==> src/rtl/z16_mem_arbiter.sv <==
// z16_mem_arbiter
//
// Two-master arbiter in front of one single-ported memory. The instruction
// fetch port is read-only; the data port can read or write. At most one
// access is issued per cycle, and the grant is combinational in the cycle of
// acceptance. Read data returns exactly one cycle after the grant, on the
// rvalid/rdata pair of whichever port issued the read.
//
// Arbitration (default build): fixed priority to data. A fetch request that
// keeps losing is counted in r_starve; once the count reaches STARVE_LIMIT,
// fetch wins the next simultaneous request.
// Arbitration with Z16_ARB_ROUND_ROBIN_EN defined: round-robin between the
// two ports using a one-bit last-grant pointer, data first after reset.
//
// Ports
//   i_clk, i_rst                  clock, synchronous active-high reset
//   i_if_req, i_if_addr           fetch request and byte address
//   o_if_gnt                      fetch accepted this cycle
//   o_if_rvalid, o_if_rdata       fetch read return
//   i_dm_req, i_dm_wen            data request, write (1) / read (0)
//   i_dm_addr, i_dm_wdata         data address and write value
//   o_dm_gnt                      data accepted this cycle
//   o_dm_rvalid, o_dm_rdata       data read return
//   o_mem_en, o_mem_wen           shared memory strobe and write enable
//   o_mem_addr, o_mem_wdata       shared memory address and write data
//   i_mem_rdata                   memory read data, one cycle after strobe
module z16_mem_arbiter #(
    parameter int STARVE_LIMIT = 4
) (
    input  logic        i_clk,
    input  logic        i_rst,
    input  logic        i_if_req,
    input  logic [15:0] i_if_addr,
    output logic        o_if_gnt,
    output logic        o_if_rvalid,
    output logic [15:0] o_if_rdata,
    input  logic        i_dm_req,
    input  logic        i_dm_wen,
    input  logic [15:0] i_dm_addr,
    input  logic [15:0] i_dm_wdata,
    output logic        o_dm_gnt,
    output logic        o_dm_rvalid,
    output logic [15:0] o_dm_rdata,
    output logic        o_mem_en,
    output logic        o_mem_wen,
    output logic [15:0] o_mem_addr,
    output logic [15:0] o_mem_wdata,
    input  logic [15:0] i_mem_rdata
);

    logic fetch_wins;
    logic if_gnt;
    logic dm_gnt;
    logic if_pend;
    logic dm_pend;

`ifdef Z16_ARB_ROUND_ROBIN_EN
    // 1 = fetch was granted most recently. Resetting to 1 makes the first
    // simultaneous request after reset go to data.
    logic r_last;

    always_comb begin
        fetch_wins = i_if_req && (!i_dm_req || !r_last);
    end

    always_ff @(posedge i_clk) begin
        if (i_rst) begin
            r_last <= 1'b1;
        end else if (if_gnt) begin
            r_last <= 1'b1;
        end else if (dm_gnt) begin
            r_last <= 1'b0;
        end
    end
`else
    localparam logic [3:0] LIMIT = 4'(STARVE_LIMIT);

    logic [3:0] r_starve;

    always_comb begin
        fetch_wins = i_if_req && (!i_dm_req || (r_starve == LIMIT));
    end

    // Counts cycles a waiting fetch loses; saturates at LIMIT so fetch keeps
    // winning until it is actually granted.
    always_ff @(posedge i_clk) begin
        if (i_rst) begin
            r_starve <= 4'd0;
        end else if (!i_if_req || if_gnt) begin
            r_starve <= 4'd0;
        end else if (r_starve != LIMIT) begin
            r_starve <= r_starve + 4'd1;
        end
    end
`endif

    // fetch_wins already implies i_if_req, so the grants are exclusive.
    assign if_gnt = !i_rst && fetch_wins;
    assign dm_gnt = !i_rst && i_dm_req && !fetch_wins;

    // One-deep read tags; the memory returns data the cycle after the strobe.
    always_ff @(posedge i_clk) begin
        if (i_rst) begin
            if_pend <= 1'b0;
            dm_pend <= 1'b0;
        end else begin
            if_pend <= if_gnt;
            dm_pend <= dm_gnt && !i_dm_wen;
        end
    end

    assign o_if_gnt    = if_gnt;
    assign o_dm_gnt    = dm_gnt;
    assign o_mem_en    = if_gnt || dm_gnt;
    assign o_mem_wen   = dm_gnt && i_dm_wen;
    assign o_mem_addr  = if_gnt ? i_if_addr : (dm_gnt ? i_dm_addr : 16'h0000);
    assign o_mem_wdata = dm_gnt ? i_dm_wdata : 16'h0000;

    // Gating with i_rst drops a read whose tag was set on the edge just
    // before reset asserted.
    assign o_if_rvalid = if_pend && !i_rst;
    assign o_dm_rvalid = dm_pend && !i_rst;
    assign o_if_rdata  = o_if_rvalid ? i_mem_rdata : 16'h0000;
    assign o_dm_rdata  = o_dm_rvalid ? i_mem_rdata : 16'h0000;

endmodule

==> config.mk <==
export PLATFORM = sky130hd
export DESIGN_NAME = z16_mem_arbiter
export DESIGN_NICKNAME = d
export VERILOG_FILES = /design/src/rtl/z16_mem_arbiter.sv
export SDC_FILE = /design/constraint.sdc
export NUM_CORES = 1
export LEC_CHECK = 0
export ABC_AREA = 1
export ABC_CLOCK_PERIOD_IN_PS = 3960
export BUFFER_PORTS_ARGS = -buffer_cell sky130_fd_sc_hd__clkbuf_2
export CAP_MARGIN = 20
export CORE_MARGIN = 2
export CORE_UTILIZATION = 34
export CTS_BUF_LIST = sky130_fd_sc_hd__clkbuf_8
export DETAILED_ROUTE_END_ITERATION = 16
export PLACE_DENSITY_LB_ADDON = 0.2
export SLEW_MARGIN = 40
export SYNTH_ARGS = -nofsm -noshare
export SYNTH_HDL_FRONTEND = slang
export SYNTH_SLANG_ARGS = --single-unit
==> constraint.sdc <==
create_clock -name i_clk -period 3.96 [get_ports i_clk]
set_input_delay 0.396 -clock i_clk [delete_from_list [all_inputs] [get_ports i_clk]]
set_output_delay 0.396 -clock i_clk [all_outputs]
set_load 0.1 [all_outputs]
* Yosys cells after proc, flatten, opt, wreduce, memory -nomap -nowiden
Index checks and enable logic that the tools add are counted.
Storage, ports and cells: flip-flop bits (word level) 6, bits in latches 0, bits in writable memories 0, ROM bits 0, bits of input ports 69, output and inout bits 70, memories 0
Cells by class: add/subtract/negate cells 1, $mul 0, divide/modulo/power cells 0, order comparisons 0, eq/ne operators 2, shift operators 0, muxes and demuxes 5, bitwise operators 0, reduce and logical (&&, ||, !) cells 17
Operators with widths (number):
- $mux 16 | 5
- $logic_and 1x1->1 | 8
- $logic_not 1->1 | 5
- $add 4x1->4 const B | 1
- $eq 4x3->1 const B | 1
- $ne 4x3->1 const B | 1
- $logic_or 1x1->1 | 3
- $reduce_or 2->1 | 1

* Depth between registers and ports, before layout
Gate-level depths: netlist (run 1).
word-level depth 7, depth in mapped cells 7, depth with buffers taken out 7

* Worst setup path after synthesis (run 1)
No wires, ideal clock.
path kind register -> output, from register r_starve[0], to output o_mem_wdata[10], data arrival time 2329 ps, slack 1235 ps, cell stages (with the launch flop) 7, buffers on the path 1, cells stage by stage dfxtp_1 inv_1 ha_1 nand4_4 nand2_4 buf_8 nor2_1
Between the ends: cells in the longest elaborated chain, start to end 6
RTL lines:
- start: declaration | RTL line 78 | logic [3:0] r_starve;
- start signal: assignment | RTL line 92 | r_starve <= r_starve + 4'd1;
- $eq 4x3->1 | RTL line 81 | fetch_wins = i_if_req && (!i_dm_req || (r_starve == LIMIT));
- $logic_or 1x1->1 | RTL line 81
- $logic_and 1x1->1 | RTL line 81
- $logic_not 1->1 | RTL line 99 | assign dm_gnt = !i_rst && i_dm_req && !fetch_wins;
- $logic_and 1x1->1 | RTL line 99
- $mux 16 | RTL line 117 | assign o_mem_wdata = dm_gnt ? i_dm_wdata : 16'h0000;
- end: declaration | RTL line 47 | output logic [15:0] o_mem_wdata,
Every way passes these cells.

* Worst setup path in the final report (run 1)
from register r_starve[1], to output o_mem_addr[15]
Between the ends: cells in the longest elaborated chain, start to end 7
RTL lines:
- $eq 4x3->1 * | RTL line 81
- $logic_or 1x1->1 * | RTL line 81
- $logic_and 1x1->1 * | RTL line 81
- $logic_not 1->1 | RTL line 99
- $logic_and 1x1->1 | RTL line 99
- $mux 16 | RTL line 116 | assign o_mem_addr = if_gnt ? i_if_addr : (dm_gnt ? i_dm_addr : 16'h0000);
- $mux 16 * | RTL line 116
- end: declaration | RTL line 46 | output logic [15:0] o_mem_addr,
Mark *: on every way between the ends. The rest lies on a longest branch, timed or not.

==> impl_metrics.py, run 1 <==
metrics = {
    "run_status": {
        "status": "complete, no violations",
    },
    "synthesis": {
        "yosysWarningCount": 0,
        "synth_cell_types": 23,
        "synth_area_um2": 977,
        "yosysTopAreaCell": "nor2_1",
        "ys_ff_latch": 6,
        "synth_cells": 184,
        "synth_nets": 255,
        "ys.flop_type": "dfxtp_1",
        "synth_most_common_cell": "nor2_1",
        "yosysTopAreaCellShare": 0.211,
        "synth_area_leaders": "nor2_1 21%, nand3_1 17%, inv_1 16%",
        "synth-edff-count": 0,
        "ys_seq_area_frac": 0.123,
        "yosys-top-cells-count": "55 x nor2_1, 42 x inv_1, 33 x nand3_1",
        "syn_avg_cell_area_um2": 5.31,
        "async_reset_ff_frac": 0,
    },
    "placed_design": {
        "place_ws_ns": 1.81,
        "gp_congestion": 0.812,
        "place_area_mm2": 0.00163,
        "dp_cells": 344,
        "port_buffers": 138,
        "hpwl_mm": 2.93,
    },
    "die": {
        "ios": 139,
        "initial_utilization": 0.357,
        "die_w_um": 57.6,
        "die_h_um": 57.6,
        "die_area_mm2": 0.00332,
        "rows": 19,
        "core-area_mm2": 0.00273,
    },
    "routing": {
        "vias_per_cell": 4.40,
        "firstDrtPassIters": 4,
        "wirelength_mm": 3.50,
        "via_count": 1527,
        "drt-wirelength-per-cell_um": 10.1,
        "drtAntennaViolNets": 0,
        "drc": 0,
        "drt_iter0_drc": 52,
    },
    "worst_setup_path": {
        "r2r-start": "r_starve[1]",
        "crit_type": "reg2out",
        "crit_fanout": 17,
        "cp.depth": 7,
        "slowest_delay_ns": 0.45,
        "ff2ff_path_depth": 5,
        "r2r_end": "dm_pend",
        "endpoint_kind": "output pin",
        "worst_ep_arrival_time_ns": 2.01,
        "crit_start": "r_starve[1]",
        "path_delay_family": "simple AND/OR/NAND/NOR gates",
        "path_cells": "inv_1, ha_1, nand3_4, nand2_2, nand3_1, nand2_1, clkbuf_2",
        "endpoint": "o_mem_addr[15]",
        "startpoint_type": "flop",
        "crit_slowest_cell": "clkbuf_2",
        "cp_num_buf_inv": 2,
        "required_ns": 3.56,
        "r2r_setup_slack_ns": 2.47,
    },
    "power_and_ir_drop": {
        "fin_total_pwr_mw": 0.436,
        "powerDensity_mw_per_mm2": 261,
        "internal_power_mw": 0.180,
        "swShare": 0.587,
        "pwr-share-seq": 0.145,
        "clkPwrFrac": 0.210,
        "p_switching_mw": 0.256,
        "combPwrFrac": 0.645,
        "leakage_nw": 1.20,
        "ir_worst_vdd_mv": 0.172,
    },
    "finish": {
        "antenna_cells": 0,
        "post-route-cell-area_mm2": 0.00167,
        "layout.nets": 389,
        "post-route-util": 0.610,
        "area_growth_pct": 70.7,
        "final_layout_size_suffix_gt1_frac": 0.475,
        "stdcell_count": 347,
    },
    "global_routing": {
        "grt_antenna_before_repair": 0,
        "grt_use_total": 0.192,
        "grt_pass1_vias": 1204,
        "grt_first_pass_wirelength_mm": 5.00,
        "grt_max_degree": 20,
        "grt-ovfl-total": 0,
    },
    "cts": {
        "cts.reportedPaths.clkPinSlew_ns": 0.04,
        "cts_hold_buf": 0,
        "cts_made_buffers": 3,
        "cts_resized": 0,
        "cts_max_level": 1,
        "cts_tree": "built",
        "clockBufferDepth": 2,
        "post_cts_buffers": 0,
        "clockRootBuffer": "clkbuf_8",
        "cts_sinks": 6,
        "clock_latency_ns": 0.22,
    },
    "sta": {
        "finalHoldViolCount": 0,
        "slew_violations": 0,
        "post-route-period-util": 0.608,
        "setup_violations": 0,
        "fin_ws_ns": 1.55,
        "whs_ns": 0.344,
        "clock.fmax_ghz": 0.416,
        "final.min_clock_period_ns": 2.41,
        "relSlewSlack": 0.627,
        "setup_tns_ns": 0,
        "skew_ns": 0.00159,
        "rsz0062_at_grt": "no",
        "worst_pin_slew_ns": 0.562,
    },
    "flow_run": {
        "maxCapViolCount": 0,
    },
    "hold_path": {
        "hp-class": "in2reg",
    },
}
-- worst reg2reg max path, cell delays in order (launching register included) --
cell and delay (ns):
dfxtp_1 0.31, inv_1 0.10, ha_1 0.33, nand4_4 0.30, nand2_4 0.28, nor2_1 0.06
-- power groups by stage --
| stage | logic [mW] | clock network (mW) | registers [mW] |
|---|---|---|---|
| 2_1_floorplan | 0.225 | 0 | 0.0637 |
| 3_3_place_gp | 0.282 | 0 | 0.0639 |
| 3_5_place_dp | 0.282 | 0 | 0.0639 |
| 4_1_cts | 0.283 | 0.0926 | 0.0630 |
| 5_1_grt | 0.293 | 0.0981 | 0.0630 |
| 6_report | 0.281 | 0.0915 | 0.0630 |
-- layout by cell type, fill, tap and decap left out, types with 2 or more instances in the layout --
cell type | synthesis | final
nor2_1 | 55 | 55
inv_1 | 42 | 42
nand2_1 | 23 | 23
clkbuf_2 | 1 | 138
nand3_1 | 33 | 33
dfxtp_1 | 6 | 6
a21oi_1 | 2 | 2
ha_1 | 2 | 2
nand2_2 | 3 | 3
clkbuf_8 | 1 | 3
-- area by class of cell --
class	count	area [um2]
fill	300	1070
timing repair buffer	138	691
multi-input combinational	127	619
inverter	42	158
sequential	6	120
clock buffer	3	41.3
tap	31	38.8
-- flip-flops by register name, indices dropped and copies added (netlist names) --
signal and count:
dm_pend 1, if_pend 1, r_starve 4
-- worst min path at each step --
stage / startpoint / end / slack [ns] / cells after the start
3_3_place_gp: r_starve[0] / r_starve[0] / 0.45 / 1
2_1_floorplan: r_starve[0] / r_starve[0] / 0.43 / 1
3_5_place_dp: r_starve[0] / r_starve[0] / 0.45 / 1
4_1_cts: i_dm_wen / dm_pend / 0.34 / 2
5_1_grt: i_dm_wen / dm_pend / 0.35 / 2
6_report: i_dm_wen / dm_pend / 0.34 / 2
-- cell families after synthesis --
group / Yosys count / share of synthesized area
and+or+nand+nor: 121 / 0.584
buffers and inverters: 51 / 0.243
DFF: 6 / 0.123
AOI/OAI and AO/OA: 3 / 0.0154
adders and majority gates: 2 / 0.0256
xor gates and xnor gates: 1 / 0.00896
-- metal layers --
layer	track usage	vias to the layer above	share of wire
met2	0.354	96	0.49
met1	0.192	613	0.36
met5	0	-	0
li1	-	809	-
met3	0.0513	9	0.13
met4	0.110	0	0.028
No activity file was read; power rests on OpenSTA's default activity.
==> run 2, diff against run 1 <==
ABC_AREA = 0   (was 1)
ABC_CLOCK_PERIOD_IN_PS = 2300   (was 3960)
CORE_UTILIZATION = 28   (was 34)
clock period = 2.3 ns   (was 3.96 ns; I/O delays follow)
==> run 2 against run 1 <==
  * Global-route usage shrank 0.11 points
  * Via count shrank 20%
  * Clock skew is essentially flat
  * Largest cell class unchanged
==> impl_metrics.py, run 2 <==
metrics = {
    "finish": {
        "reg_top3": "r_starve: 4 flops, dm_pend: 1 flops, if_pend: 1 flops",
        "mostFrequentLayoutCell": "clkbuf_2",
        "layout.nets": 314,
        "largest_reg_flops": 4,
        "fillers": 189,
        "regMostFlops": "r_starve",
        "antenna_cells": 0,
        "area_growth_pct": 163,
        "regArea_um2": 120,
        "multi_input_area_um2": 627,
        "final_layout_size_suffix_gt1_frac": 0.685,
        "final_cell_mix": "99 x clkbuf_2, 40 x and2_1, 35 x buf_12",
    },
    "global_routing": {
        "grt_pass1_vias": 1104,
        "grt-ovfl-total": 0,
        "grt_antenna_before_repair": 0,
        "grt_first_pass_wirelength_mm": 4.86,
        "grt_use_total": 0.191,
        "grt_max_degree": 36,
    },
    "worst_setup_path": {
        "crit_fanout": 35,
        "required_ns": 2.07,
        "startpoint_type": "flop",
        "crit_type": "reg2out",
        "slowest_delay_ns": 0.36,
        "endpoint_kind": "output pin",
        "worst_ep_arrival_time_ns": 1.90,
        "r2r_setup_slack_ns": 0.83,
        "crit_slowest_cell": "dfxtp_1",
        "path_cells": "inv_1, ha_1, nand3b_4, o211a_1, buf_4, a22o_1, buf_12",
    },
    "sta": {
        "rsz0062_at_grt": "no",
        "finalHoldViolCount": 0,
        "whs_ns": 0.208,
        "post-route-period-util": 0.926,
        "worst_pin_slew_ns": 0.543,
        "final.min_clock_period_ns": 2.13,
        "slew_violations": 0,
        "relSlewSlack": 0.640,
        "setup_tns_ns": 0,
        "clock.fmax_ghz": 0.470,
        "setup_violations": 0,
        "skew_ns": 0.00146,
    },
    "cts": {
        "clockRootBuffer": "clkbuf_8",
        "cts_tree": "built",
        "cts.reportedPaths.clkPinSlew_ns": 0.04,
        "cts_max_level": 1,
        "cts_hold_buf": 0,
        "clock_latency_ns": 0.22,
        "cts_sinks": 6,
        "cts_made_buffers": 3,
        "cts_resized": 0,
        "clockBufferDepth": 2,
        "post_cts_buffers": 0,
    },
    "routing": {
        "drt_iter0_drc": 34,
        "drtAntennaViolNets": 0,
        "drc": 0,
        "via_count": 1221,
        "firstDrtPassIters": 4,
        "vias_per_cell": 4.49,
        "drt-wirelength-per-cell_um": 12.4,
        "wirelength_mm": 3.37,
    },
    "power_and_ir_drop": {
        "ir_worst_vdd_mv": 0.317,
        "powerDensity_mw_per_mm2": 405,
        "leakage_nw": 1.13,
    },
    "placed_design": {
        "gp_congestion": 0.779,
        "hpwl_mm": 3.03,
        "port_buffers": 138,
    },
    "synthesis": {
        "synth_area_leaders": "and2_1 38%, a22o_1 18%, dfxtp_1 15%",
        "ys.flop_type": "dfxtp_1",
        "ys_seq_area_frac": 0.150,
        "synth_cells": 103,
        "yosysWarningCount": 0,
        "yosys-top-cells-count": "49 x and2_1, 16 x a22o_1, 7 x nor2_1",
        "synth_cell_types": 18,
        "synth-edff-count": 0,
        "syn_avg_cell_area_um2": 7.77,
        "synth_most_common_cell": "and2_1",
        "async_reset_ff_frac": 0,
        "yosysTopAreaCell": "and2_1",
        "synth_nets": 174,
        "yosysTopAreaCellShare": 0.383,
        "ys_ff_latch": 6,
        "synth_area_um2": 801,
    },
    "flow_run": {
        "maxCapViolCount": 0,
    },
    "die": {
        "die_h_um": 57.5,
        "die_w_um": 57.5,
        "core-area_mm2": 0.00273,
        "ios": 139,
        "initial_utilization": 0.293,
        "die_area_mm2": 0.00330,
        "rows": 19,
    },
    "run_status": {
        "status": "complete, no violations",
    },
    "hold_path": {
        "hp-class": "in2reg",
    },
}
-- run 2: cell types whose count changed in the layout (fill, tap and decap cells not counted), moves of 7 or more --
cell      previous run  this run
and2_1               0        40
nor2_1              55         7
a22o_1               0         7
buf_4                0         8
nand3_1             33         1
clkbuf_2           138        99
inv_1               42         5
buf_12               0        35
a22o_2               0         9
and2_2               0         9
nand2_1             23         0
-- run 2: path summary, 6_finish.rpt --
path	from	to	depth (start not counted)
max	r_starve[0]	o_mem_addr[1]	7
min	i_dm_wen	dm_pend	2
max reg2reg	r_starve[0]	dm_pend	6
min reg2reg	r_starve[0]	r_starve[0]	1
-- run 2: logic make-up (layout without fill, tap and decap cells) --
family                   Yosys count  in the layout  share of synthesized area
AND/OR/NAND/NOR                   62             62                      0.478
XOR/XNOR                           1              1                     0.0109
AO/OA/AOI/OAI                     19             19                      0.222
flip-flops                         6              6                      0.150
multiplexers                       1              1                     0.0125
adder cells (fa/ha/maj)            2              2                     0.0312
buffers and inverters             12            150                     0.0953
-- run 2: layer usage --
| metal | vias up | track usage | share of wire |
|---|---|---|---|
| met5 | - | 0 | 0 |
| met4 | 0 | 0.0465 | 0.0080 |
| met3 | 5 | 0.0590 | 0.12 |
| met2 | 89 | 0.375 | 0.54 |
| met1 | 510 | 0.191 | 0.33 |
| li1 | 617 | - | - |
-- run 2: power breakdown --
part	internal [mW]	leakage, nW	switching, mW
combinational	0.196	1.06	0.388
sequential	0.107	0.0488	0.00102
clock	0.112	0.0216	0.0463
-- run 2: final cells by class --
type / count / share of cell area
well taps: 31 / 0.0185
multi-input cells: 85 / 0.298
clock buffers: 3 / 0.0196
inverters: 5 / 0.00893
flip-flops and latches: 6 / 0.0571
repair buffers: 142 / 0.598
-- run 2: critical path, delay by kind of cell, from the launching register on --
family / cells / cell delay [ns]
adder cells (fa/ha/maj): 1 / 0.24
buffers and inverters: 3 / 0.56
AO/OA/AOI/OAI: 2 / 0.40
AND/OR/NAND/NOR: 1 / 0.12
flip-flops: 1 / 0.36
-- run 2: per-stage QoR --
step | setup slack (ns) | total power, mW | cells | utilization | cell area, um2
global placement | 0.476 | 0.693 | 269 | 0.754 | 2060
CTS | 0.145 | 0.859 | 272 | 0.769 | 2100
floorplan | 0.0423 | 0.480 | 103 | - | 826
finish | 0.171 | 0.851 | 272 | 0.769 | 2100
global route | 0.0120 | 0.882 | 272 | 0.769 | 2100
detailed placement | 0.391 | 0.697 | 269 | 0.754 | 2060
